File: config.mk
export PLATFORM = sky130hd
export DESIGN_NAME = sample_mavg_filter
export DESIGN_NICKNAME = d
export VERILOG_FILES = /design/src/rtl/mavg_pkg.sv /design/src/rtl/mavg_channel_hist.sv /design/src/rtl/sample_mavg_filter.sv
export SDC_FILE = /design/constraint.sdc
export NUM_CORES = 1
export LEC_CHECK = 0
export ABC_AREA = 1
export BUFFER_PORTS_ARGS = -buffer_cell sky130_fd_sc_hd__buf_2
export CAP_MARGIN = 25
export CORE_MARGIN = 3
export CORE_UTILIZATION = 50
export CTS_CLUSTER_DIAMETER = 30
export DETAILED_ROUTE_END_ITERATION = 7
export GPL_ROUTABILITY_DRIVEN = 0
export PLACE_DENSITY_LB_ADDON = 0.15
export REMOVE_ABC_BUFFERS = 1
export SLEW_MARGIN = 20
export SYNTH_ARGS = -nofsm -noshare
export SYNTH_HDL_FRONTEND = slang
export SYNTH_SLANG_ARGS = --single-unit
File: constraint.sdc
create_clock -name clk -period 5.63 [get_ports clk]
set_clock_uncertainty 0.1 [all_clocks]
set_input_delay 0.563 -clock clk [delete_from_list [all_inputs] [get_ports clk]]
set_output_delay 0.563 -clock clk [all_outputs]
set_load 0.05 [all_outputs]
File: src/rtl/mavg_pkg.sv
// Shared constants, sample type and width helper for the moving-average filter.
package mavg_pkg;

    localparam int DATA_W_DEFAULT     = 24;
    localparam int LOG2_DEPTH_DEFAULT = 3;
    localparam int N_CH_DEFAULT       = 2;

    // Native codec sample: 24-bit two's-complement.
    typedef logic signed [23:0] sample_t;

    // Index width for a channel tag; a single channel still needs one bit.
    function automatic int clog2_min1(input int n);
        return (n <= 1) ? 1 : $clog2(n);
    endfunction

endpackage

File: src/rtl/mavg_channel_hist.sv
// Single-channel slice: DEPTH-entry history, write pointer and running sum.
// avg_next is the average that results if the current din is written this
// cycle, so the top can register it without a second adder.
module mavg_channel_hist
    import mavg_pkg::*;
#(
    parameter int DATA_W     = DATA_W_DEFAULT,
    parameter int LOG2_DEPTH = LOG2_DEPTH_DEFAULT
) (
    input  logic                     clk,
    input  logic                     reset,
    input  logic                     clear,
    input  logic                     we,
    input  logic signed [DATA_W-1:0] din,
    output logic signed [DATA_W-1:0] avg_next
);

    localparam int DEPTH = 2 ** LOG2_DEPTH;
    localparam int SUM_W = DATA_W + LOG2_DEPTH;

    logic signed [DATA_W-1:0]  hist_q [DEPTH];
    logic signed [DATA_W-1:0]  hist_d [DEPTH];
    logic [LOG2_DEPTH-1:0]     wp_q, wp_d;
    logic signed [SUM_W-1:0]   sum_q, sum_d;
    logic signed [SUM_W-1:0]   sum_upd;
    logic signed [DATA_W-1:0]  oldest;

    // Running-sum update (add newest, drop oldest) and next-state selection.
    always_comb begin
        oldest   = hist_q[wp_q];
        sum_upd  = sum_q
                 + {{LOG2_DEPTH{din[DATA_W-1]}}, din}
                 - {{LOG2_DEPTH{oldest[DATA_W-1]}}, oldest};
        // Arithmetic shift by LOG2_DEPTH == taking the top DATA_W bits.
        avg_next = sum_upd[SUM_W-1:LOG2_DEPTH];

        hist_d = hist_q;
        wp_d   = wp_q;
        sum_d  = sum_q;
        if (clear) begin
            for (int i = 0; i < DEPTH; i++) begin
                hist_d[i] = '0;
            end
            wp_d  = '0;
            sum_d = '0;
        end else if (we) begin
            hist_d[wp_q] = din;
            wp_d         = wp_q + LOG2_DEPTH'(1);
            sum_d        = sum_upd;
        end
    end

    // State registers with synchronous reset.
    always_ff @(posedge clk) begin
        if (reset) begin
            for (int i = 0; i < DEPTH; i++) begin
                hist_q[i] <= '0;
            end
            wp_q  <= '0;
            sum_q <= '0;
        end else begin
            hist_q <= hist_d;
            wp_q   <= wp_d;
            sum_q  <= sum_d;
        end
    end

endmodule

File: src/rtl/sample_mavg_filter.sv
// Multi-channel boxcar filter for signed audio samples with bypass and clear.
// Handshake: a sample is accepted when in_valid=1, in_ch<N_CH and clear=0;
// exactly one cycle later out_valid pulses high for one cycle with out_ch and
// out_data. There is no ready: downstream must take every out_valid pulse.
// When nothing is accepted, out_ch/out_data keep their last values.
module sample_mavg_filter
    import mavg_pkg::*;
#(
    parameter int DATA_W     = DATA_W_DEFAULT,
    parameter int LOG2_DEPTH = LOG2_DEPTH_DEFAULT,
    parameter int N_CH       = N_CH_DEFAULT,
    parameter int CH_W       = clog2_min1(N_CH)
) (
    input  logic                     clk,
    input  logic                     reset,
    input  logic                     in_valid,
    input  logic [CH_W-1:0]          in_ch,
    input  logic signed [DATA_W-1:0] in_data,
    input  logic                     bypass,
    input  logic                     clear,
    output logic                     out_valid,
    output logic [CH_W-1:0]          out_ch,
    output logic signed [DATA_W-1:0] out_data
);

    logic                     accept;
    logic [N_CH-1:0]          we;
    logic signed [DATA_W-1:0] avg_nx [N_CH];
    logic signed [DATA_W-1:0] avg_sel;

    logic                     out_valid_q, out_valid_d;
    logic [CH_W-1:0]          out_ch_q, out_ch_d;
    logic signed [DATA_W-1:0] out_data_q, out_data_d;

    // Out-of-range channel tags and clear both suppress acceptance.
    always_comb begin
        accept = in_valid && (int'(in_ch) < N_CH) && !clear;
    end

    for (genvar g = 0; g < N_CH; g++) begin : g_ch
        assign we[g] = accept && (int'(in_ch) == g);

        mavg_channel_hist #(
            .DATA_W     (DATA_W),
            .LOG2_DEPTH (LOG2_DEPTH)
        ) u_hist (
            .clk      (clk),
            .reset    (reset),
            .clear    (clear),
            .we       (we[g]),
            .din      (in_data),
            .avg_next (avg_nx[g])
        );
    end

    // Select the addressed channel's new average and form the next outputs.
    always_comb begin
        avg_sel = '0;
        for (int c = 0; c < N_CH; c++) begin
            if (int'(in_ch) == c) begin
                avg_sel = avg_nx[c];
            end
        end

        out_valid_d = accept;
        out_ch_d    = out_ch_q;
        out_data_d  = out_data_q;
        if (accept) begin
            out_ch_d   = in_ch;
            out_data_d = bypass ? in_data : avg_sel;
        end
    end

    // Output registers; reset zeroes them, clear only drops out_valid.
    always_ff @(posedge clk) begin
        if (reset) begin
            out_valid_q <= 1'b0;
            out_ch_q    <= '0;
            out_data_q  <= '0;
        end else begin
            out_valid_q <= out_valid_d;
            out_ch_q    <= out_ch_d;
            out_data_q  <= out_data_d;
        end
    end

    assign out_valid = out_valid_q;
    assign out_ch    = out_ch_q;
    assign out_data  = out_data_q;

endmodule

After elaboration in Yosys (flattened, before gate mapping)
Index checks and enable logic that the tools add are counted.
{"block": "totals", "regBits": 470, "input_bits": 30, "elab_cells": 57}
{"block": "classes", "add_sub_neg": 6, "n_lt_le_gt_ge": 4, "mux": 14, "n_bitwise": 3, "reduce_logical": 7}
{"op": "192-bit bitwise mux", "n": 2}
{"op": "24-bit 2-to-1 mux", "n": 8}
{"op": "24-bit binary-select mux with 3-bit select", "n": 2}
{"op": "24-bit demux with 3-bit select", "n": 2}
{"op": "27-bit adder", "n": 2}
{"op": "27-bit subtractor", "n": 2}
{"op": "4-bit >= comparator, second input constant", "n": 2}
{"op": "4-bit by 1-bit less-than comparator with 1-bit output, second input constant", "n": 2}
{"op": "3-bit NOT with 4-bit output", "n": 2}
{"op": "3-bit by 1-bit adder with 3-bit output, second input constant", "n": 2}
{"op": "1-bit logical AND", "n": 5}
{"op": "2-bit OR reduction", "n": 1}
{"op": "1-bit logical NOT", "n": 1}
{"op": "1-bit NOT", "n": 1}

Logic depth before layout (Yosys ltp)
Gate-level depths: netlist (run 1).
{"block": "depth", "ltp_word": 7, "mapped_depth": 23, "depth_no_buf": 22}

Modules after synthesis
Synthesis (run 1) repeated with hierarchy kept, for this count alone.
{"block": "unflattened", "hier_cells": 3764, "area_unflattened_um2": 27144.8}
{"mod": "mavg_channel_hist at g_ch[1].u_hist", "instances": 1, "cells_each": 1710, "area_per_inst_um2": 12699.7}
{"mod": "mavg_channel_hist at g_ch[0].u_hist", "instances": 1, "cells_each": 1713, "area_per_inst_um2": 12609.6}
{"mod": "sample_mavg_filter", "instances": 1, "cells_each": 341, "area_per_inst_um2": 1835.5}

Worst setup path after synthesis (run 1)
Ideal clock, no wire load.
{"block": "synth_path", "path_kind": "register to register", "from": "register g_ch[1].u_hist.wp_q[0]", "to": "register g_ch[1].u_hist.sum_q[16]", "setup_time_ns": 0.070, "arrival_ns": 3.306, "path_slack_ns": 2.153, "path_stages_with_launch": 23, "path_buffers": 3, "period_less_slack_ns": 3.477, "cell_sequence": "dfxtp_1 > buf_2 > buf_1 > clkbuf_1 > nor2_1 > nor2_1 > o21ai_0 > o2111ai_1 > ha_1 > inv_1 > ha_1 > inv_1 > fa_1 > inv_1 > nand3_1 > nand3_1 > nand2_1 > nand2_1 > nand2_1 > nand2_1 > xnor2_1 > or2_2 > a21oi_1"}
{"block": "synth_via", "elab_chain_len": 5}
{"item": "start, declared", "line": "mavg_channel_hist.sv:23", "source": "logic [LOG2_DEPTH-1:0] wp_q, wp_d;"}
{"item": "start signal, assigned", "line": "mavg_channel_hist.sv:63", "source": "wp_q <= wp_d;"}
{"item": "3-bit NOT with 4-bit output (implied by the code)", "line": "mavg_channel_hist.sv:30", "source": "oldest = hist_q[wp_q];"}
{"item": "24-bit binary-select mux with 3-bit select", "line": "mavg_channel_hist.sv:30"}
{"item": "24-bit 2-to-1 mux (implied by the code) (2 in series)", "line": "mavg_channel_hist.sv:30"}
{"item": "27-bit subtractor", "line": "mavg_channel_hist.sv:33", "source": "- {{LOG2_DEPTH{oldest[DATA_W-1]}}, oldest};"}
{"item": "end signal, assigned", "line": "mavg_channel_hist.sv:64", "source": "sum_q <= sum_d;"}
{"item": "end, declared", "line": "mavg_channel_hist.sv:24", "source": "logic signed [SUM_W-1:0] sum_q, sum_d;"}
Every way passes these cells. The select of a mux whose other input is x is not followed.
A chain may end at the register's enable or synchronous reset.

Final worst setup path (run 1)
{"block": "layout_path", "from": "register g_ch[0].u_hist.wp_q[1]", "to": "register out_data_q[13], in the netlist out_data[13]"}
{"block": "layout_via", "elab_chain_len": 7}
{"item": "start, declared", "line": "mavg_channel_hist.sv:23"}
{"item": "start signal, assigned", "line": "mavg_channel_hist.sv:63"}
{"item": "3-bit NOT with 4-bit output (implied by the code)", "line": "mavg_channel_hist.sv:30"}
{"item": "24-bit binary-select mux with 3-bit select", "line": "mavg_channel_hist.sv:30"}
{"item": "24-bit 2-to-1 mux (implied by the code) (2 in series)", "line": "mavg_channel_hist.sv:30"}
{"item": "27-bit subtractor", "line": "mavg_channel_hist.sv:33"}
{"item": "24-bit 2-to-1 mux", "line": "sample_mavg_filter.sv:60", "source": "if (int'(in_ch) == c) begin"}
{"item": "24-bit 2-to-1 mux", "line": "sample_mavg_filter.sv:70", "source": "out_data_d = bypass ? in_data : avg_sel;"}
{"item": "end signal, assigned", "line": "sample_mavg_filter.sv:83", "source": "out_data_q <= out_data_d;"}
{"item": "end, declared", "line": "sample_mavg_filter.sv:33", "source": "logic signed [DATA_W-1:0] out_data_q, out_data_d;"}
Every way passes these cells. The select of a mux whose other input is x is not followed.

==> flow_summary.toml, run 1 <==
[global_route]
grt_max_degree = 188
grt_pass1_vias = 22400
grt-ovfl-total = 0
grt_pass1_wl_um = 124000
antenna_found_initial = 1
grtUsageTotal_pct = 30.7

[die]
row_count = 80
die_w_um = 227
die_h_um = 227
initial_core_util_pct = 50.9
die-area_sq_um = 51500
pin_count = 56
core_sq_um = 47900

[clock_tree]
path_clk_slew_ns = 0.06
postCtsHoldBufs = 0
clk_latency_ns = 0.67
clockRootBuffer = "clkbuf_16"
numCtsBuffers = 105
numClockSinks = 470
cts_tree = "built"
postCtsSetupRepairBufs = 0
cts.repair.resized = 0
cts_buffer_depth = 3
htree_levels = 3

[hold_path]
min_path_type = "in -> reg"
hold_end = "out_valid"
hp-start = "in_valid"
min_path_cells = 3

[finish]
final_nets = 3571
fill_cells = 4313
multi_input_area_sq_um = 12400
num_antenna_cells = 0
post-route-util_pct = 60.2
syn_to_final_growth_pct = 18.3
drive_gt1_share_pct = 9.40
regArea_sq_um = 9410

[logic_synthesis]
yosysMostFrequentCell = "nor2_1"
ys_top_cells_by_count = "476 x nor2_1, 471 x o21ai_0, 470 x dfxtp_1"
ys_seq_area_share_pct = 38.6
synthFlopType = "dfxtp_1"
synth.area.top_cells = "dfxtp_1 39%, o21ai_0 9.7%, a21oi_1 9.4%"
yosysTopAreaCell = "dfxtp_1"
yosysWarningCount = 0
yosysTopAreaCellShare_pct = 38.6
synthArstFlopShare_pct = 0
synth-simple-area-share_pct = 16.9
synth.area.mux_share_pct = 0
synth.ff_latch_count = 470
synthXorXnorAreaFrac_pct = 0.934
synth_edf_count = 0
syn_inst = 3465
avgSynthCellArea_sq_um = 7.04
ys_types = 36
synth-compound-area-share_pct = 25.5
syn_area_sq_um = 24400
synth_top_family_by_area = "compound AO/OA/AOI/OAI gates"
synthAdderAreaFrac_pct = 7.24

[setup_path]
worstPathMaxFanout = 15
worst-path-buf-inv = 3
r2r-start = "g_ch[0].u_hist.wp_q[1]"
startpoint_type = "flop"
r2r_end = "out_data[13]"
ff2ff_setup_slack_ns = 1.01
critical-path-top-delay-family = "simple AND/OR/NAND/NOR gates"
rr_worst_depth = 20
crit_arrival_ns = 5.06
critPathKind = "reg -> reg"
path_cells = "nor2_1 > inv_1 > buf_4 > nor2_1 > o21ai_0 > o2111ai_1 > ha_1 > inv_1 > ha_1 > fa_1 > nand3_1 > nand3_1 > nand2_1 > nand3_1 > nand2_1 > nand2_1 > xnor2_1 > nand2_1 > nand3_1 > a21oi_1"
max_stage_delay_ns = 0.60
cp_slowest_cell = "inv_1"
cp-end-kind = "flop"
cp_data_required_time_ns = 6.07

[placed_design]
hpwl_um = 51200
port_buffers = 55

[sta]
worst_slew_pin_slew_ns = 1.05
maxClockFrequency_ghz = 0.216
rsz0062_at_grt = "no"
finalHoldViolCount = 0
timing.final.crit_period_ns = 4.62
slew_headroom_pct = 30.0
min_period_over_period_pct = 82.1
slew_violations = 0
setup_viol = 0
fin_tns_setup_ns = 0

[drt]
routedWlPerCell_um = 19.3
final_antenna_net_count = 0
via_per_inst = 5.74
wl_um = 79700
drc = 0
drt_iter0_drc = 2656
num_vias = 23700
drtPass1Iterations = 6

[pwr]
power-per-cell-area_nw_per_um2 = 386
ir_drop_mv = 0.311
leakage_nw = 12.9

[run_status]
status = "complete, no violations"

[flow_run]
cap_violations = 0
## cell usage in the layout, fill, tap and decap left out, types with 43 or more instances in the layout
master and count:
nand2_1 380, buf_2 55, a21oi_1 457, o21ai_1 146
o2111ai_1 43, inv_1 384, clkbuf_16 105, fa_1 52
nand3_1 129, dfxtp_1 468, o21ai_0 471, ha_1 58
nor2_1 463
## where the power goes
group	internal, W	leakage (nW)	total [W]	switching, W
clock	0.00421	1.78	0.00632	0.00211
sequential	0.00337	3.79	0.00339	0.0000229
combinational	0.000415	7.32	0.00142	0.00101
total	0.00800	12.9	0.0111	0.00314
## area by class of cell
type	count	area share, %
Inverter	420	5.47
Clock buffer	120	9.61
Tap cell	615	2.67
Multi-Input combinational cell	2339	43.1
Sequential cell	470	32.6
Clock inverter	78	3.41
Timing Repair Buffer	95	3.10
## worst max path at each step
stage	startpoint	endpoint	slack [ns]	depth (start not counted)
2_1_floorplan	reset	g_ch[0].u_hist.sum_q[10]	-9.47	5
3_3_place_gp	g_ch[0].u_hist.wp_q[1]	out_data[13]	1.08	20
3_5_place_dp	g_ch[0].u_hist.wp_q[1]	out_data[13]	1.06	20
4_1_cts	g_ch[0].u_hist.wp_q[1]	out_data[13]	1.04	20
5_1_grt	g_ch[1].u_hist.wp_q[1]	out_data[15]	0.69	16
6_report	g_ch[0].u_hist.wp_q[1]	out_data[13]	1.01	20
## cell families after synthesis
logic type      count (synthesis)
compound gates               1178
xor+xnor                       26
fa+ha+maj                     110
buf+inv                       656
flops                         470
simple gates                 1025
## metrics by stage
stage | power [W] | setup slack [ns] | instance area, sq um | hold WS [ns] | cells
floorplan | 0.00441 | -9.47 | 23300 | 0.332 | 3229
global placement | 0.00481 | 1.08 | 24700 | 0.345 | 3922
detailed placement | 0.00483 | 1.06 | 25000 | 0.357 | 3934
CTS | 0.0112 | 1.04 | 28700 | 0.0794 | 4132
global route | 0.0115 | 0.688 | 28900 | 0.111 | 4137
finish | 0.0111 | 1.01 | 28900 | 0.0995 | 4137
## tightest hold or removal path, stage by stage
cell and delay (ns):
buf_2 0.08, inv_1 0.06, nor2_1 0.09
## flip-flops by register name (all words and copies together), names as in the netlist
signal,flops
out_data,24
out_valid,1
g_ch.u_hist.sum_q,54
g_ch.u_hist.hist_q,384
out_ch,1
g_ch.u_hist.wp_q,6
## metal layers
layer / GRT usage [%] / part of all wire (%) / routed length, um
met5: 0 / 0 / 0
met3: 6.38 / 8.3 / 6590
met1: 41.1 / 43 / 33900
met2: 47.2 / 44 / 35300
met4: 15.3 / 4.8 / 3790
No activity file was read; power rests on OpenSTA's default activity.
==> inputs of run 2 (changes only) <==
--- a/config.mk
+++ b/config.mk
@@ -5,7 +5,7 @@
 export SDC_FILE = /design/constraint.sdc
 export NUM_CORES = 1
 export LEC_CHECK = 0
-export ABC_AREA = 1
+export ABC_AREA = 0
 export BUFFER_PORTS_ARGS = -buffer_cell sky130_fd_sc_hd__buf_2
 export CAP_MARGIN = 25
 export CORE_MARGIN = 3
==> constraint.sdc (replaced) <==
create_clock -name clk -period 4.3 [get_ports clk]
set_clock_uncertainty 0.1 [all_clocks]
set_input_delay 0.43 -clock clk [delete_from_list [all_inputs] [get_ports clk]]
set_output_delay 0.43 -clock clk [all_outputs]
set_load 0.05 [all_outputs]
==> run 2 against run 1 <==
  * The flow now finishes with violations (negative setup slack)
  * Area after synthesis fell by 1.9%
  * Clock power rose by 30%
  * Via count fell by 5.2%
  * Cell area rose by 8.5%
  * Die area fell by 1.9%
  * Synthesized cell count fell by 15%
  * Setup slack got worse by 1.1 ns
  * Total power rose by 32%
  * Critical path depth fell by 5
  * Maximum frequency rose by 4.8%
  * First-iteration DRC count fell by 6.8%
  * Critical path type unchanged
  * Highest routed layer unchanged
==> flow_summary.toml, run 2 <==
[logic_synthesis]
synth_edf_count = 0
synth.area.mux_share_pct = 11.9
ys_types = 67
synthArstFlopShare_pct = 0
synth-simple-area-share_pct = 17.8
yosysTopAreaCellShare_pct = 39.3
avgSynthCellArea_sq_um = 8.14
synth.area.top_cells = "dfxtp_1 39%, nand2_1 14%, a21oi_1 10%"
syn_area_sq_um = 23900
yosysWarningCount = 0
synth.ff_latch_count = 470
synthXorXnorAreaFrac_pct = 2.01
synth-compound-area-share_pct = 15.0
synth_top_family_by_area = "simple AND/OR/NAND/NOR gates"
ys_top_cells_by_count = "921 x nand2_1, 501 x a21oi_1, 470 x dfxtp_1"
syn_inst = 2939
ys_seq_area_share_pct = 39.3
synthFlopType = "dfxtp_1"
synthAdderAreaFrac_pct = 7.39
yosysMostFrequentCell = "nand2_1"
yosysTopAreaCell = "dfxtp_1"

[die]
row_count = 79
die_w_um = 225
die-area_sq_um = 50500
die_h_um = 225
initial_core_util_pct = 50.9
pin_count = 56
core_sq_um = 47000

[global_route]
grtUsageTotal_pct = 32.0
antenna_found_initial = 0
grt_max_degree = 119
grt_pass1_vias = 22400
grt-ovfl-total = 0
grt_pass1_wl_um = 126000

[clock_tree]
numClockSinks = 470
cts_buffer_depth = 3
numCtsBuffers = 101
clockRootBuffer = "clkbuf_16"
htree_levels = 3
path_clk_slew_ns = 0.05
clk_latency_ns = 0.63
cts_tree = "built"

[pwr]
clkPwrFrac_pct = 55.8
pwr-share-comb_pct = 14.2
internal_power_w = 0.0110
p_total_w = 0.0147
power-per-cell-area_nw_per_um2 = 470
p_seq_share_pct = 30.1
switching_share_pct = 25.3
power.switching_w = 0.00373
leakage_nw = 11.6
ir_drop_mv = 0.349

[drt]
via_per_inst = 5.85
num_vias = 22500
routedWlPerCell_um = 21.5
drc = 0
final_antenna_net_count = 0
drt_iter0_drc = 2476
wl_um = 82600
drtPass1Iterations = 6

[sta]
fin_ws_ns = -0.109
min_period_over_period_pct = 103
setup_viol = 9
slew_headroom_pct = 34.0
rsz0062_at_grt = "yes"
worst_slew_pin_slew_ns = 0.986
timing.final.crit_period_ns = 4.41
maxClockFrequency_ghz = 0.227
finalHoldViolCount = 0
slew_violations = 0

[setup_path]
critPathKind = "reg -> reg"
startpoint_type = "flop"
cp_data_required_time_ns = 4.73
worstPathMaxFanout = 6
ff2ff_setup_slack_ns = -0.11
crit_arrival_ns = 4.84
cp-end-kind = "flop"

[finish]
final_nets = 3299
largest_reg_flops = 384
num_antenna_cells = 0
regMostFlops = "g_ch.u_hist.hist_q"
final_cell_mix = "920 x nand2_1, 470 x a21oi_1, 464 x dfxtp_1"
post-route-util_pct = 66.7
syn_to_final_growth_pct = 30.9
drive_gt1_share_pct = 25.2
final_common_cell = "nand2_1"

[run_status]
status = "finished, violations left"
violations = "negative setup slack"

[placed_design]
pre_cts_ws_ns = -0.370
port_buffers = 55
hpwl_um = 54300

[hold_path]
min_path_type = "in -> reg"

[flow_run]
cap_violations = 0
-- run 2: timing repair --
action / 4_1_cts / 5_1_grt
endpoints found under the setup margin: 41 / 45
setup buffers: 21 / 13
hold buffers: 0 / 0
pin swaps: 37 / 44
resized for setup: 98 / 114
gates cloned: 4 / 2
-- run 2: worst paths after layout --
| path | startpoint | end | cells after the start |
|---|---|---|---|
| max | g_ch[0].u_hist.wp_q[0] | out_data[23] | 15 |
| min | in_data[0] | g_ch[1].u_hist.hist_q[120] | 3 |
| max reg2reg | g_ch[0].u_hist.wp_q[0] | out_data[23] | 15 |
| min reg2reg | g_ch[1].u_hist.hist_q[27] | g_ch[1].u_hist.hist_q[27] | 2 |
-- run 2: per-layer routing --
metal / global-route usage [%] / wire, um / up-vias / part of all wire (%)
met5: 0 / 0 / - / 0
met4: 12.9 / 3570 / 0 / 4.3
met3: 6.00 / 6900 / 267 / 8.4
met2: 53.0 / 38900 / 1012 / 47
met1: 41.7 / 33200 / 11000 / 40
li1: - / - / 10200 / -
-- run 2: cell type report --
| cell class | count | area [sq um] |
|---|---|---|
| Clock inverter | 52 | 805 |
| Inverter | 186 | 698 |
| Fill cell | 3642 | 15600 |
| Clock buffer | 133 | 2820 |
| Tap cell | 607 | 759 |
| Sequential cell | 470 | 9430 |
| Multi-Input combinational cell | 2047 | 13900 |
| Timing Repair Buffer | 353 | 2890 |
-- run 2: cells by family after synthesis --
group | Yosys count
AO/OA/AOI/OAI | 648
XOR/XNOR | 55
adder cells (fa/ha/maj) | 110
buffers and inverters | 422
flip-flops | 470
multiplexers | 158
AND/OR/NAND/NOR | 1076
-- run 2: critical path, cell delays in order (launching register included) --
cell and delay [ns]:
dfxtp_4 0.37, buf_4 0.11, bufbuf_16 0.26, mux4_2 0.50, mux2_4 0.28, fa_1 0.49, inv_1 0.05, ha_1 0.31
and3_4 0.20, a221oi_4 0.40, o21ai_2 0.14, a211o_4 0.40, a21boi_4 0.19, o221ai_2 0.14, and3_4 0.18, o32ai_2 0.20
-- run 2: power groups by stage --
stage,clock network (W),logic (W),registers [W]
2_1_floorplan,0,0.000849,0.00457
3_3_place_gp,0,0.00170,0.00451
3_5_place_dp,0,0.00172,0.00451
4_1_cts,0.00827,0.00186,0.00443
5_1_grt,0.00851,0.00222,0.00443
6_report,0.00821,0.00209,0.00443
-- run 2: per-stage QoR --
step           instances  TNS [ns]  hold slack [ns]  area (sq um)
6_report            3848    -0.472           0.0887         31300
5_1_grt             3848     -3.49           0.0837         31300
3_5_place_dp        3626     -6.91            0.343         26200
4_1_cts             3834    -0.630           0.0557         30600
2_1_floorplan       2703   -248.57            0.333         23000
3_3_place_gp        3626     -4.26            0.338         26200
